File: config.mk
export PLATFORM = sky130hd
export DESIGN_NAME = rc_f2c_responder
export DESIGN_NICKNAME = d
export VERILOG_FILES = /design/src/rtl/rc_f2c_responder.sv
export SDC_FILE = /design/constraint.sdc
export NUM_CORES = 1
export LEC_CHECK = 0
export ABC_AREA = 1
export CAP_MARGIN = 20
export CORE_ASPECT_RATIO = 0.6
export CORE_MARGIN = 2
export CORE_UTILIZATION = 40
export CTS_CLUSTER_DIAMETER = 50
export DETAILED_ROUTE_END_ITERATION = 10
export RECOVER_POWER = 100
export SLEW_MARGIN = 30
export SYNTH_ARGS = -nofsm -noshare
export SYNTH_HDL_FRONTEND = slang
export SYNTH_SLANG_ARGS = --single-unit
File: constraint.sdc
create_clock -name QClk -period 3.5 [get_ports QClk]
set_input_delay 0.7 -clock QClk [delete_from_list [all_inputs] [get_ports QClk]]
set_output_delay 0.7 -clock QClk [all_outputs]
set_load 0.02 [all_outputs]
File: src/rtl/rc_f2c_responder.sv
// rc_f2c_responder
//   Target end of the ring protocol. Every ring slot is snooped. RD/WR
//   requests addressed to this core, and WR_BCAST packets from other cores,
//   are accepted into a small F2C buffer. They are performed one at a time on
//   the local memory/CR port, and read data returns to the ring as RD_RSP
//   packets. Anything not consumed here passes through with one cycle of
//   latency.
//
// Ports
//   QClk, RstQnnnH        clock, synchronous active-high reset
//   CoreID                local core id, matched against address[31:24]
//   RingIn*               incoming ring slot (valid/opcode/address/data/requestor)
//   RingOut*              registered outgoing ring slot
//   F2cReq*               local access request (RD or WR), held while not ready
//   F2cRspValid/Data      in-order read data return from the local port
//   RcError               one-cycle pulse: lost broadcast write or orphan response
module rc_f2c_responder #(
    parameter int F2C_ENTRIESNUM = 4,
    parameter int REQ_ID_W       = 10
) (
    input  logic                QClk,
    input  logic                RstQnnnH,
    input  logic [7:0]          CoreID,
    input  logic                RingInValid,
    input  logic [1:0]          RingInOpcode,
    input  logic [31:0]         RingInAddress,
    input  logic [31:0]         RingInData,
    input  logic [REQ_ID_W-1:0] RingInRequestor,
    output logic                RingOutValid,
    output logic [1:0]          RingOutOpcode,
    output logic [31:0]         RingOutAddress,
    output logic [31:0]         RingOutData,
    output logic [REQ_ID_W-1:0] RingOutRequestor,
    output logic                F2cReqValid,
    output logic [1:0]          F2cReqOpcode,
    output logic [31:0]         F2cReqAddress,
    output logic [31:0]         F2cReqData,
    input  logic                F2cReqReady,
    input  logic                F2cRspValid,
    input  logic [31:0]         F2cRspData,
    output logic                RcError
);

    localparam int IDX_W = (F2C_ENTRIESNUM > 1) ? $clog2(F2C_ENTRIESNUM) : 1;

    localparam logic [1:0] OP_RD       = 2'b00;
    localparam logic [1:0] OP_RD_RSP   = 2'b01;
    localparam logic [1:0] OP_WR       = 2'b10;
    localparam logic [1:0] OP_WR_BCAST = 2'b11;

    typedef enum logic [2:0] {
        E_FREE, E_WRITE, E_READ, E_READ_PRGRS, E_READ_RDY
    } entry_state_e;

    typedef enum logic [1:0] {RING_INPUT, F2C_RESPONSE, BUBBLE_OUT} out_sel_e;

    typedef struct packed {
        logic [1:0]          opcode;
        logic [31:0]         address;
        logic [31:0]         data;
        logic [REQ_ID_W-1:0] requestor;
    } entry_t;

    typedef struct packed {
        logic                valid;
        logic [1:0]          opcode;
        logic [31:0]         address;
        logic [31:0]         data;
        logic [REQ_ID_W-1:0] requestor;
    } ring_pkt_t;

    entry_state_e          state_q [F2C_ENTRIESNUM];
    entry_state_e          state_d [F2C_ENTRIESNUM];
    entry_t                entry_q [F2C_ENTRIESNUM];
    entry_t                entry_d [F2C_ENTRIESNUM];
    ring_pkt_t             ring_out_q, ring_out_d;
    logic                  rc_error_q, rc_error_d;
    // Issue lock: keeps F2cReq* on the same entry until the port accepts it,
    // even if a lower-index entry becomes pending in the meantime.
    logic                  hold_q, hold_d;
    logic [IDX_W-1:0]      hold_idx_q, hold_idx_d;

    // Lowest-index searches over the current entry states.
    logic                  free_found, rdy_found, pend_found, any_prgrs;
    logic [IDX_W-1:0]      free_idx, rdy_idx, pend_idx, prgrs_idx;

    always_comb begin
        // NOTE: every always_comb output gets a default first so no path can infer a latch.
        free_found = 1'b0; free_idx  = '0;
        rdy_found  = 1'b0; rdy_idx   = '0;
        pend_found = 1'b0; pend_idx  = '0;
        any_prgrs  = 1'b0; prgrs_idx = '0;
        for (int i = 0; i < F2C_ENTRIESNUM; i++) begin
            if (!free_found && state_q[i] == E_FREE) begin
                free_found = 1'b1; free_idx = IDX_W'(i);
            end
            if (!rdy_found && state_q[i] == E_READ_RDY) begin
                rdy_found = 1'b1; rdy_idx = IDX_W'(i);
            end
            if (!pend_found && (state_q[i] == E_WRITE || state_q[i] == E_READ)) begin
                pend_found = 1'b1; pend_idx = IDX_W'(i);
            end
            if (!any_prgrs && state_q[i] == E_READ_PRGRS) begin
                any_prgrs = 1'b1; prgrs_idx = IDX_W'(i);
            end
        end
    end

    // Ring input decode. Core id 0 is never a local target.
    logic in_core_match, local_hit, bcast, bcast_own, bcast_foreign, alloc, consumed;

    assign in_core_match = (RingInAddress[31:24] == CoreID) && (CoreID != 8'h00);
    assign local_hit     = RingInValid && in_core_match &&
                           (RingInOpcode == OP_RD || RingInOpcode == OP_WR);
    assign bcast         = RingInValid && (RingInOpcode == OP_WR_BCAST);
    assign bcast_own     = bcast && (RingInRequestor[REQ_ID_W-1 -: 8] == CoreID);
    assign bcast_foreign = bcast && !bcast_own;
    assign alloc         = (local_hit || bcast_foreign) && free_found;
    // A broadcast from another core is copied locally but still travels on,
    // so only a buffered hit or our own returning broadcast frees the slot.
    assign consumed      = (local_hit && free_found) || bcast_own;

    logic             issue_valid;
    logic [IDX_W-1:0] issue_idx;
    out_sel_e         out_sel;

    assign issue_valid = hold_q || (!any_prgrs && pend_found);
    assign issue_idx   = hold_q ? hold_idx_q : pend_idx;

    always_comb begin
        state_d    = state_q;
        entry_d    = entry_q;
        ring_out_d = '0;
        rc_error_d = 1'b0;
        hold_d     = issue_valid && !F2cReqReady;
        hold_idx_d = issue_idx;

        if (issue_valid && F2cReqReady) begin
            state_d[issue_idx] = (state_q[issue_idx] == E_WRITE) ? E_FREE : E_READ_PRGRS;
        end

        // Issue and response are mutually exclusive: issue needs no READ_PRGRS
        // entry, a response needs one.
        if (F2cRspValid) begin
            if (any_prgrs) begin
                state_d[prgrs_idx]      = E_READ_RDY;
                entry_d[prgrs_idx].data = F2cRspData;
            end else begin
                rc_error_d = 1'b1;
            end
        end

        if (alloc) begin
            state_d[free_idx] = (local_hit && RingInOpcode == OP_RD) ? E_READ : E_WRITE;
            entry_d[free_idx] = '{opcode:    bcast ? OP_WR : RingInOpcode,
                                  address:   RingInAddress,
                                  data:      RingInData,
                                  requestor: RingInRequestor};
        end
        if (bcast_foreign && !free_found) begin
            rc_error_d = 1'b1;
        end

        if (RingInValid && !consumed) out_sel = RING_INPUT;
        else if (rdy_found)           out_sel = F2C_RESPONSE;
        else                          out_sel = BUBBLE_OUT;

        case (out_sel)
            RING_INPUT: ring_out_d = '{valid: 1'b1, opcode: RingInOpcode,
                                       address: RingInAddress, data: RingInData,
                                       requestor: RingInRequestor};
            F2C_RESPONSE: begin
                ring_out_d = '{valid: 1'b1, opcode: OP_RD_RSP,
                               address: entry_q[rdy_idx].address,
                               data: entry_q[rdy_idx].data,
                               requestor: entry_q[rdy_idx].requestor};
                state_d[rdy_idx] = E_FREE;
            end
            default: ring_out_d = '0;
        endcase
    end

    // NOTE: sequential state uses non-blocking assignments only.
    always_ff @(posedge QClk) begin
        if (RstQnnnH) begin
            for (int i = 0; i < F2C_ENTRIESNUM; i++) state_q[i] <= E_FREE;
            ring_out_q <= '0;
            rc_error_q <= 1'b0;
            hold_q     <= 1'b0;
            hold_idx_q <= '0;
        end else begin
            state_q    <= state_d;
            ring_out_q <= ring_out_d;
            rc_error_q <= rc_error_d;
            hold_q     <= hold_d;
            hold_idx_q <= hold_idx_d;
        end
    end

    // NOTE: entry payload is not reset; it is only observed through a non-FREE state.
    always_ff @(posedge QClk) begin
        entry_q <= entry_d;
    end

    assign RingOutValid     = ring_out_q.valid;
    assign RingOutOpcode    = ring_out_q.opcode;
    assign RingOutAddress   = ring_out_q.address;
    assign RingOutData      = ring_out_q.data;
    assign RingOutRequestor = ring_out_q.requestor;
    assign RcError          = rc_error_q;

    assign F2cReqValid   = issue_valid;
    assign F2cReqOpcode  = issue_valid ? entry_q[issue_idx].opcode  : 2'b00;
    assign F2cReqAddress = issue_valid ? entry_q[issue_idx].address : 32'h0;
    assign F2cReqData    = issue_valid ? entry_q[issue_idx].data    : 32'h0;

endmodule

==> results.txt <==
----------------------------------------------------
[Placed design]
  Number of placed instances, taps included ... 3171
  Detail Placement HPWL ... 43.62 mm
  I/O Buffers ... 265
  GPL Wtd Cong ... 0.9210

[GRT]
  Maximum number of pins on one net before global-route repair ... 109
  Vias in the first global route ... 18028
  Antenna violations before repair ... 1
  Wire length of the first global-routing pass ... 105.0 mm
  Total congestion overflow ... 0
  Gr usage total ... 27.06%

[Route]
  Mean number of vias per cell ... 5.677
  DRC violation count after routing ... 0
  Detailed Route WL ... 69.89 mm
  First-pass iteration count of the detailed router ... 6
  Wirelength per Cell ... 21.45 um
  Count of nets left with antenna violations after detail routing ... 0
  Starting DRC count in detailed routing ... 2049
  Total via count in the routed design ... 18502

[Floorplan]
  Die Y ... 172.7 um
  Area enclosed by the die boundary ... 0.04923 mm2
  Area of the core region ... 0.04656 mm2
  Die width ... 285.1 um
  Number of primary I/O pins ... 266
  Initial standard-cell utilization of the core ... 40.74%
  Row count ... 61

[Logic synthesis]
  Number of storage elements in the synthesis netlist ... 397
  Top_reg_cell synth ... sky130_fd_sc_hd__dfxtp_1
  Ys async rst share ... 0%
  Seq/Total Area, Yosys ... 51.19%
  Distinct cell type count of the synthesized netlist ... 42
  Cell area after synthesis ... 0.01897 mm2
  Area fraction of the dominant cell type after synthesis ... 27.86%
  Dominant cells by area after synthesis ... sky130_fd_sc_hd__edfxtp_1 28%, sky130_fd_sc_hd__dfxtp_1 23%, sky130_fd_sc_hd__nand2_1 11%
  Number of enable flip-flop cells after synthesis ... 176
  Cells after synthesis ... 2356
  Mean instance size in the synthesized netlist ... 8.050 um2
  Cell taking the most area after synthesis ... sky130_fd_sc_hd__edfxtp_1
  Number of warnings issued by yosys ... 0

[Setup path]
  Cell breakdown of the critical path ... nand2_2, nand2_1, nor2_4, o21ai_4, nand2_1, nand2_4, nor2_4, inv_6, clkbuf_16, o22ai_1, a211oi_2, buf_4
  CP startpoint kind ... register
  CP endpoint kind ... output pin
  CP max-delay cell ... sky130_fd_sc_hd__dfxtp_2
  Arrival time at the worst endpoint ... 2.76 ns
  Worst-path maximum fanout ... 11
  Worst Path Class, Setup ... reg -> out
  Buffer and inverter count on the worst path ... 3
  Cell family contributing the most delay on the critical path ... compound AO/OA/AOI/OAI gates
  CP max stage delay ... 0.39 ns
  Crit path required time ... 2.80 ns

[CTS]
  Clock tree from TritonCTS ... built
  Quantity of hold-fixing buffers added after cts ... 0
  # clock sinks ... 397
  H-tree levels ... 2
  Number of buffers inserted during clock tree synthesis ... 42
  Clock-pin slew on the worst setup and hold paths ... 0.07 ns
  Root buffer selected by CTS ... sky130_fd_sc_hd__clkbuf_16
  Maximum clock insertion buffer count ... 3
  Latest clock arrival within the worst-skew pair ... 0.55 ns

[STA]
  Max-slew headroom at the worst pin ... 29.18%
  Final setup vio count ... 0
  Share of the clock period used by the worst path after layout ... 98.84%
  Setup repair after global routing missed its margin ... yes
  Transition time of the tightest slew-check pin ... 1.062 ns
  Highest clock rate ... 289.1 MHz
  Final-report hold violation count ... 0
  Final count of pins violating max slew ... 0
  Worst clock skew on the final layout ... 0.03097 ns
  Time the worst path needs with I/O delays and setup ... 3.460 ns

[Power]
  Pwr/cell area ... 809.3 mW/mm2
  Pleak ... 9.782 nW
  Largest voltage drop on the vdd net ... 0.0006720 V

[Layout]
  # diodes ... 0
  Share of post-route cells with drive strength above 1 ... 12.44%
  Area grow syn2layout ... 28.43%
  Filler-free cell count of the finished design ... 3259
  Final Core Density ... 52.32%
  Nets ... 2720

[Flow run]
  Max-cap check violation count ... 0

[Outcome]
  Result of the run ... complete, no violations

[Min path]
  Hold WC Path Type ... reg -> reg

----------------------------------------------------
cell usage in the layout (no fill, tap or decap), drive strengths merged, types with 10 or more instances in the layout:
master / synthesis / routed
inv: 179 / 180
buf: 105 / 117
nand3: 28 / 28
o221ai: 25 / 25
clkdlybuf4s50: 0 / 198
o211ai: 88 / 88
a211oi: 15 / 15
or2: 10 / 10
o22ai: 128 / 128
a31oi: 49 / 49
a21oi: 97 / 97
dfxtp: 221 / 221
clkinv: 1 / 11
o21ai: 243 / 243
clkdlybuf4s15: 0 / 10
clkbuf: 60 / 86
edfxtp: 176 / 176
nand2: 582 / 582
nor2: 293 / 293
nor3: 34 / 34
registers in the layout, indices dropped and copies added (netlist names), 2 cells and up:
signal and count:
entry_q 304, RingOutAddress 32, RingOutData 32, state_q 12
RingOutRequestor 10, RingOutOpcode 2, hold_idx_q 2
cell usage after synthesis, types with 6 or more instances:
master                     number
sky130_fd_sc_hd__edfxtp_1     176
sky130_fd_sc_hd__o211ai_1      88
sky130_fd_sc_hd__nand2_1      576
sky130_fd_sc_hd__nand3_1       26
sky130_fd_sc_hd__buf_2         72
sky130_fd_sc_hd__buf_6          6
sky130_fd_sc_hd__a31oi_1       49
sky130_fd_sc_hd__nor2_1       284
sky130_fd_sc_hd__o22ai_1      128
sky130_fd_sc_hd__o21ai_0      233
sky130_fd_sc_hd__inv_2         15
sky130_fd_sc_hd__nor3_1        31
sky130_fd_sc_hd__a211oi_1      15
sky130_fd_sc_hd__or2_2         10
sky130_fd_sc_hd__nand4_1        8
sky130_fd_sc_hd__dfxtp_1      221
sky130_fd_sc_hd__buf_4         23
sky130_fd_sc_hd__clkbuf_1      59
sky130_fd_sc_hd__o221ai_1      25
sky130_fd_sc_hd__o21ai_1        6
sky130_fd_sc_hd__nor2_2         6
sky130_fd_sc_hd__a21oi_1       95
sky130_fd_sc_hd__inv_1        164
metrics by stage:
step / TNS [ns] / instance area (um2) / worst slack (ns) / total power, W / hold slack (ns)
4_1_cts: -0.01721 / 24190 / -0.01681 / 0.01937 / 0.5477
3_3_place_gp: 0 / 22680 / 0.08872 / 0.01478 / 0.5154
2_1_floorplan: 0 / 18980 / 0.3479 / 0.01051 / 0.4940
5_1_grt: -0.7196 / 24360 / -0.09772 / 0.02059 / 0.5756
6_report: 0 / 24360 / 0.04048 / 0.01971 / 0.5459
3_5_place_dp: 0 / 22680 / 0.08550 / 0.01487 / 0.5279
kinds of logic after synthesis:
| group | synth area share, % |
|---|---|
| other | 0.01977 |
| XOR/XNOR | 0.09237 |
| buffers and inverters | 8.002 |
| AND/OR/NAND/NOR | 20.30 |
| flip-flops | 51.19 |
| AO/OA/AOI/OAI | 20.40 |
worst min-delay path, stage by stage (launching register included):
cell,delay [ns]
sky130_fd_sc_hd__dfxtp_1,0.35
sky130_fd_sc_hd__o211ai_1,0.10
sky130_fd_sc_hd__o21ai_0,0.07
layer usage:
layer | GRT usage, % | wire [um] | vias to the layer above
met5 | 0 | 13 | -
met3 | 4.525 | 6526 | 124
met4 | 7.417 | 1618 | 2
met1 | 38.65 | 31120 | 8810
li1 | - | - | 8560
met2 | 42.36 | 30620 | 1006
area by class of cell:
| cell class | count | area (um2) |
|---|---|---|
| Clock buffer | 55 | 1150 |
| Clock inverter | 19 | 276.5 |
| Inverter | 180 | 690.7 |
| Timing Repair Buffer | 361 | 3667 |
| Fill cell | 4349 | 22200 |
| Multi-Input combinational cell | 1617 | 8064 |
| Sequential cell | 397 | 9723 |
| Tap cell | 630 | 788.3 |
report_power, final:
| part | leakage, nW | internal [W] | switching [W] |
|---|---|---|---|
| Clock | 0.693 | 0.00277 | 0.00194 |
| Combinational | 5.43 | 0.00343 | 0.00553 |
| Sequential | 3.65 | 0.00554 | 0.000506 |
path summary, 6_finish.rpt:
check	start	end	slack (ns)	cells past startpoint
worst max-delay path	state_q[0]	F2cReqData[28]	0.04	12
worst min-delay path	entry_q[92]	entry_q[92]	0.55	2
worst max register to register	state_q[6]	RingOutData[2]	0.72	10
worst min register to register	entry_q[92]	entry_q[92]	0.55	2
repair_timing:
item	4_1_cts	5_1_grt
endpoints found under the setup margin	67	67
cloned	0	5
hold endpoints to repair	0	0
setup buffers	1	8
pin swaps	5	17
resized for setup	181	128
No activity file was read; power rests on OpenSTA's default activity.
==> variant, RTL diff (config.mk and constraints unchanged) <==
Register the output `RcError` once more; this adds one clock of latency there. The other outputs are not delayed to match. Comments in the files are not updated.
--- a/src/rtl/rc_f2c_responder.sv
+++ b/src/rtl/rc_f2c_responder.sv
@@ -209,3 +209,5 @@
     assign RingOutRequestor = ring_out_q.requestor;
-    assign RcError          = rc_error_q;
+    always_ff @(posedge QClk) begin
+        RcError <= rc_error_q;
+    end
 
Formal check against the unedited RTL: not equivalent (a bounded check fails within 4 cycles, from zero or initial values and one cycle with RstQnnnH high).
==> variant against the original RTL <==
Synthesized area rose by 0.11%. Worst setup slack got worse by 48 ps. Wire length rose by 4.0%. Sequential cell count rose by 1. Non-clock buffer count grew 8. Final area is 0.86% higher. Hold slack got worse by 220 ps. Largest cell class unchanged. Sequential share of layout area down 0.26 points. Critical path depth grew 1. Utilization increased by 0.45 points. The run now ends with setup timing left. Register-to-register slack improved by 60 ps. Power grew 1.9%. Synthesized cell count about the same.
==> variant: results (changes against the original RTL) <==
metric	value	unit	change
post_cts_resized	197		+8.8%
multi_input_area_share	33.5	%	+0.38 points
setup_ws	-7.44	ps	-47.9 ps
dpl.cell_count	3176		+0.16%
violations	setup timing		
relSlewSlack	43.7	%	+15 points
finish.net_count	2729		+0.33%
min_from	rc_error_q		
setup_viol	1		+1
dpl.hpwl	44300	microns	+1.7%
top_layer_used	met4		
yosys-top-cells-count	nand2_1, nor2_1, o21ai_0		
worstHoldPathCells	0		-2
final_core_util	52.8	%	+0.45 points
holdWs	326	ps	-220 ps
drive_gt1_share	14.0	%	+1.5 points
cts.sink_count	398		+0.25%
cp_top_family	simple AND/OR/NAND/NOR gates		
reg2regPathDepth	11		+1
sh_seq_area	39.7	%	-0.26 points
n_all_buffers	369		+2.2%
crit_fanout	12		+1
setup_tns	-7.44	ps	-7.44 ps
peakVddDrop	0.000590	V	-12%
seqPwrFrac	30.2	%	-0.5 points
comb_power	9.49	mW	+5.9%
grt_pass1_vias	18077		+0.27%
p_leak	9.87	nW	+0.90%
drtIter0Drc	2226		+8.6%
gp_congestion	0.927		+0.61%
clock_area_share	5.59	%	-0.27 points
grt_usage	28.0	%	+0.93 points
synth_area_per_cell	8.06	sq um	about the same
insertedDiodeCount	1		+1
cellPowerDensity	818	mW/mm^2	+1.1%
regToRegStartpoint	state_q[7]		
grt_pass1_wl	107000	microns	+2.3%
status	finished with violations		
fin_cells	3272		+0.40%
p_sw	8.27	mW	+3.8%
nFillCells	4292		-1.3%
wl_per_cell	22.2	microns	+3.6%
met2WireLength	31700	microns	+3.6%
skew	18.9	ps	-12.1 ps
nClkBuffers	58		+5.5%
==> variant: worst max path at each step <==
stage,from,to,slack (ps),depth (start not counted)
4_1_cts,state_q[6],F2cReqAddress[8],-30,14
3_3_place_gp,state_q[6],F2cReqAddress[25],60,13
6_report,state_q[0],F2cReqAddress[5],-7,13
3_5_place_dp,state_q[6],F2cReqAddress[14],40,14
5_1_grt,state_q[0],F2cReqAddress[1],-130,13
2_1_floorplan,CoreID[2],entry_q[152],350,13
==> variant: logic make-up (layout without fill, tap and decap cells) <==
| group | count (synthesis) | after routing | synth area share (%) |
|---|---|---|---|
| xor+xnor | 2 | 2 | 0.0923 |
| buf+inv | 345 | 626 | 7.99 |
| compound gates | 650 | 650 | 20.4 |
| flops | 398 | 398 | 51.2 |
| other cells | 1 | 5 | 0.0198 |
| simple gates | 961 | 961 | 20.3 |
==> variant: routing by layer <==
layer	vias up	track usage, %
met3	146	5.45
met2	1130	43.1
li1	8573	-
met4	0	8.03
met5	-	0
met1	8842	40.0
